## src/rtl/alphabet_sweep_ctrl.sv

```systemverilog
// Sequencer for the Alphabet_Gen lookup: sweeps (D,S) or performs a single
// lookup, presenting each captured code over a valid/ready handshake.
module alphabet_sweep_ctrl #(
  parameter int D_MIN = 1,
  parameter int D_MAX = 13,
  parameter int S_MAX = 5,
  parameter int DW    = 6,
  parameter int SW    = 3,
  parameter int AW    = 5
) (
  input  logic          clk,
  input  logic          rst_n,
  input  logic          start,
  input  logic          single,
  input  logic [DW-1:0] d_in,
  input  logic [SW-1:0] s_in,
  output logic [DW-1:0] gen_d,
  output logic [SW-1:0] gen_s,
  input  logic [AW-1:0] gen_alpha,
  output logic          out_valid,
  input  logic          out_ready,
  output logic [DW-1:0] out_d,
  output logic [SW-1:0] out_s,
  output logic [AW-1:0] out_alpha,
  output logic          out_last,
  output logic          busy,
  output logic          done,
  output logic [7:0]    zero_cnt
);

  typedef enum logic [1:0] {IDLE, DRIVE, PRESENT, DONE} state_t;

  state_t state, state_nxt;
  logic   mode_single;
  logic   at_end;

  assign at_end = mode_single || (gen_d == DW'(D_MAX) && gen_s == SW'(S_MAX));
  assign busy   = (state == DRIVE) || (state == PRESENT);

  always_ff @(posedge clk or negedge rst_n) begin
    if (!rst_n) state <= IDLE;
    else        state <= state_nxt;
  end

  always_comb begin
    state_nxt = state;
    case (state)
      IDLE:    if (start) state_nxt = DRIVE;
      DRIVE:   state_nxt = PRESENT;
      PRESENT: if (out_ready) state_nxt = out_last ? DONE : DRIVE;
      DONE:    state_nxt = IDLE;
      default: state_nxt = IDLE;
    endcase
  end

  always_ff @(posedge clk or negedge rst_n) begin
    if (!rst_n) begin
      mode_single <= 1'b0;
      gen_d       <= '0;
      gen_s       <= '0;
      out_valid   <= 1'b0;
      out_d       <= '0;
      out_s       <= '0;
      out_alpha   <= '0;
      out_last    <= 1'b0;
      done        <= 1'b0;
      zero_cnt    <= '0;
    end else begin
      done <= 1'b0;
      case (state)
        IDLE: if (start) begin
          mode_single <= single;
          gen_d       <= single ? d_in : DW'(D_MIN);
          gen_s       <= single ? s_in : '0;
          zero_cnt    <= '0;
        end
        DRIVE: begin
          out_alpha <= gen_alpha;
          out_d     <= gen_d;
          out_s     <= gen_s;
          out_valid <= 1'b1;
          out_last  <= at_end;
          if (gen_alpha == '0 && zero_cnt != 8'hFF) zero_cnt <= zero_cnt + 8'd1;
        end
        PRESENT: if (out_ready) begin
          out_valid <= 1'b0;
          // Advance only when more points remain; the final point keeps its D/S.
          if (!out_last) begin
            if (gen_s == SW'(S_MAX)) begin
              gen_s <= '0;
              gen_d <= gen_d + DW'(1);
            end else begin
              gen_s <= gen_s + SW'(1);
            end
          end
        end
        DONE: begin
          done     <= 1'b1;
          out_last <= 1'b0;
        end
        default: ;
      endcase
    end
  end

endmodule

```

## config.mk

```make
export PLATFORM = sky130hd
export DESIGN_NAME = alphabet_sweep_ctrl
export DESIGN_NICKNAME = d
export VERILOG_FILES = /design/src/rtl/alphabet_sweep_ctrl.sv
export SDC_FILE = /design/constraint.sdc
export NUM_CORES = 1
export LEC_CHECK = 0
export BUFFER_PORTS_ARGS = -buffer_cell sky130_fd_sc_hd__buf_2
export CORE_MARGIN = 1.5
export CORE_UTILIZATION = 25
export CTS_CLUSTER_SIZE = 28
export DETAILED_ROUTE_END_ITERATION = 10
export PLACE_DENSITY = 0.46
export SLEW_MARGIN = 10
export SYNTH_ARGS = -nofsm -noshare
export SYNTH_HDL_FRONTEND = slang
export SYNTH_SLANG_ARGS = --single-unit
```

## constraint.sdc

```tcl
create_clock -name clk -period 1.65 [get_ports clk]
set_input_delay 0.0825 -clock clk [delete_from_list [all_inputs] [get_ports clk]]
set_output_delay 0.0825 -clock clk [all_outputs]
set_load 0.02 [all_outputs]
```

==> metrics.md <==
| Metric | Value |
|---|---|
| Fin crit period | `between 1.5 and 2 ns` |
| Number of synthesized flops with an enable pin | `0` |
| Post-DP HPWL | `between 3000 and 4000 um` |
| CTS tree | `built` |
| Global-route wire length before repair | `between 8000 and 9000 um` |
| Slew headroom | `0.660` |
| Drt via density | `4.65` |
| Synth top cells by count | `37 x dfrtp_1, 24 x nand2_1, 15 x mux2_2` |
| Placed cell area | `0.00255 mm2` |
| H-tree depth | `2` |
| Startpoint Class | `register` |
| Worst hold endpoint | `gen_s[0]$_DFFE_PN0P_` |
| Grt total ovfl | `0` |
| # diodes | `0` |
| Die Y | `92.0 um` |
| Routed WL per cell | `14.0 um` |
| Total of max-cap violations | `0` |
| Syn_nets | `212` |
| Min-delay src | `s_in[0]` |
| Hold Crit Class | `input pin to register` |
| Antenna-violating nets left | `0` |
| R2R Path End | `gen_d[5]$_DFFE_PN0P_` |
| Primary FF master, synth | `dfrtp_1` |
| Setup CP Type | `register to register` |
| Share of post-route cells with drive strength above 1 | `0.466` |
| Outcome | `finished with violations` |
| Die area | `0.00846 mm2` |
| R2R Setup Slk | `-0.05 ns` |
| Vias in the first global route | `1741` |
| Worst-path fanout max | `7` |
| # IOs | `54` |
| DRC viols | `0` |
| NumNets Final | `295` |
| I/O Buffers | `between 50 and 60` |
| Tot GR Track Use | `0.130` |
| Area grow syn2layout | `39.6%` |
| Worst slew pin tran | `about 0.51 ns` |
| WHS Path Cells | `3` |
| Worst EP required | `1.83 ns` |
| Leakage | `1.27 nW` |
| Cts bufs inserted | `5` |
| Clock Skews | `0.00627 ns` |
| Filler cell count | `818` |
| Top post-synthesis cells by area | `dfrtp_1 47%, mux2_2 8.5%, ha_1 5.7%, nand2_1 4.6%, mux2i_1 3.0%` |
| Final Max Slew Viols | `0` |
| WHS | `0.0365 ns` |
| Post-Syn Area | `slightly below 0.002 mm2` |
| Synth Register Bits | `37` |
| VDD IR max | `0.752 mV` |
| Top-count cell post-synth | `dfrtp_1` |
| RSZ-0062 raised after global routing | `yes` |
| FP Rows | `32` |
| Endpoints failing hold | `0` |
| Non-filler cells, final | `370` |
| Multi-input gate area | `approximately 0.0011 mm2` |
| R2R cell count | `6` |
| Worst-case clock buffer depth | `2` |
| Largest net degree at the start of global routing | `38` |
| Crit-path max cell delay | `just under 0.4 ns` |
| CP arrival | `1.88 ns` |
| Clock transition at the registers of the reported paths | `0.08 ns` |
| Async SR Flop Fraction | `1.00` |
| Tcrit/Tclk final | `1.03` |
| Placer congestion estimate | `0.721` |
| Initial cell density of the core | `0.257` |
| Clock Latency Late Sink | `about 0.28 ns` |
| Die Span X | `92.0 um` |
| Setup violators final | `5` |
| Synth area leader | `dfrtp_1` |
| Root buffer cell | `clkbuf_8` |
| Placed cell count | `approximately 360` |
| Vias | `1721` |
| Power density over the cells | `1900 mW/mm2` |
| Synth Warn # | `0` |
| Cells after Synth | `184` |
| R2r startpoint | `state[0]$_DFFE_PN0P_` |
| Synth cell types | `47` |
| Failing checks | `negative setup slack` |
| Top-area cell type share of the netlist area | `0.468` |
| Mapped Avg Cell Area | `10.8 um2` |
| Core Area | `slightly below 0.008 mm2` |
| Sequential-to-total area share from yosys stat | `0.468` |
| Cell Chain, Critical Path | `inv_2 -> ha_4 -> and2b_2 -> o2111ai_4 -> nor4bb_1 -> a211o_1` |
| Initial DRT Pass Iterations | `5` |
| Sink Count | `37` |
| Crit end category | `register` |
| Max frequency | `588 MHz` |
| Antenna violations before repair | `0` |
| Worst Setup Slack, final | `-0.0507 ns` |
| DRT Wirelength | `5200 um` |
| Design area | `between 0.002 and 0.003 mm2` |
| Initial DRC count | `40` |
| Sequential cell area | `just over 900 um2` |
| Crit-path slowest cell | `dfrtp_1` |
## logic make-up after synthesis
group                      synth area share
and+or+nand+nor                       0.205
DFF                                   0.468
AOI/OAI and AO/OA                     0.119
muxes                                 0.116
buffers and inverters                0.0354
adders and majority gates            0.0569
## worst max path at each step
stage / start / slack (ns) / end
global route: state[0]$_DFFE_PN0P_ / -0.14 / gen_d[2]$_DFFE_PN0P_
detailed placement: state[1]$_DFFE_PN0P_ / -0.13 / zero_cnt[7]$_DFFE_PN0P_
floorplan: state[0]$_DFFE_PN0P_ / -0.09 / gen_d[5]$_DFFE_PN0P_
CTS: state[0]$_DFFE_PN0P_ / -0.06 / gen_d[2]$_DFFE_PN0P_
global placement: state[1]$_DFFE_PN0P_ / -0.08 / gen_d[0]$_DFFE_PN0P_
finish: state[0]$_DFFE_PN0P_ / -0.05 / gen_d[5]$_DFFE_PN0P_
## worst max-delay path, delay by kind of cell (launching register included)
kind / cells / cell delay, ns
buffers and inverters: 1 / 0.11
adder cells (fa/ha/maj): 1 / 0.16
AND/OR/NAND/NOR: 2 / 0.36
AO/OA/AOI/OAI: 2 / 0.57
flip-flops: 1 / 0.39
## layout make-up
type                       count  share of cell area
clock inverter                 1              0.0109
timing repair buffer          82               0.176
clock buffer                   7              0.0312
tap                          102              0.0462
sequential                    37               0.336
inverter                       7             0.00951
multi-input combinational    134               0.391
## placed cells by master (no fill, tap or decap), types with 3 or more instances in the layout
cell type,instances
a211o_1,3
a21oi_1,4
buf_2,53
buf_4,28
clkbuf_8,6
dfrtp_1,35
ha_1,6
inv_1,6
mux2_2,15
mux2i_1,6
nand2_1,24
nand3_1,11
nor2_1,7
nor2b_1,3
nor3_1,4
nor3_2,3
o211ai_1,3
## layer usage
layer,global-route usage,vias to the layer above,share of wire
li1,-,842,-
met1,0.178,833,0.46
met2,0.212,46,0.49
met3,0.0315,0,0.052
met4,0.0192,0,0
met5,0,-,0
## registers in the layout, summed over array words and instances, names as in the netlist
signal and count:
out_last 1, done 1, mode_single 1, gen_s 3, state 2, out_d 6, out_s 3, zero_cnt 8
out_alpha 5, out_valid 1, gen_d 6
## per-stage QoR
step	setup TNS (ns)	worst slack (ns)	utilization	power [W]
2_1_floorplan	-0.206	-0.0863	-	0.00328
3_3_place_gp	-0.539	-0.0750	0.331	0.00430
3_5_place_dp	-0.983	-0.125	0.331	0.00432
4_1_cts	-0.332	-0.0568	0.354	0.00528
5_1_grt	-0.849	-0.143	0.360	0.00563
6_report	-0.235	-0.0507	0.360	0.00525
## what timing repair did
item / in CTS / in global routing
setup buffers: 1 / 0
cloned: 1 / 0
hold endpoints to repair: 37 / 0
resized for setup: 7 / 9
setup endpoints to repair: 16 / 15
pin swaps: 1 / 2
hold buffers: 1 / 0
## report_power, final
group          total (W)  internal (W)  switching, W
combinational    0.00285       0.00132       0.00153
clock           0.000824      0.000493      0.000331
sequential       0.00157       0.00128      0.000290
total            0.00525       0.00309       0.00216
Power figures use the tool's default switching activity.
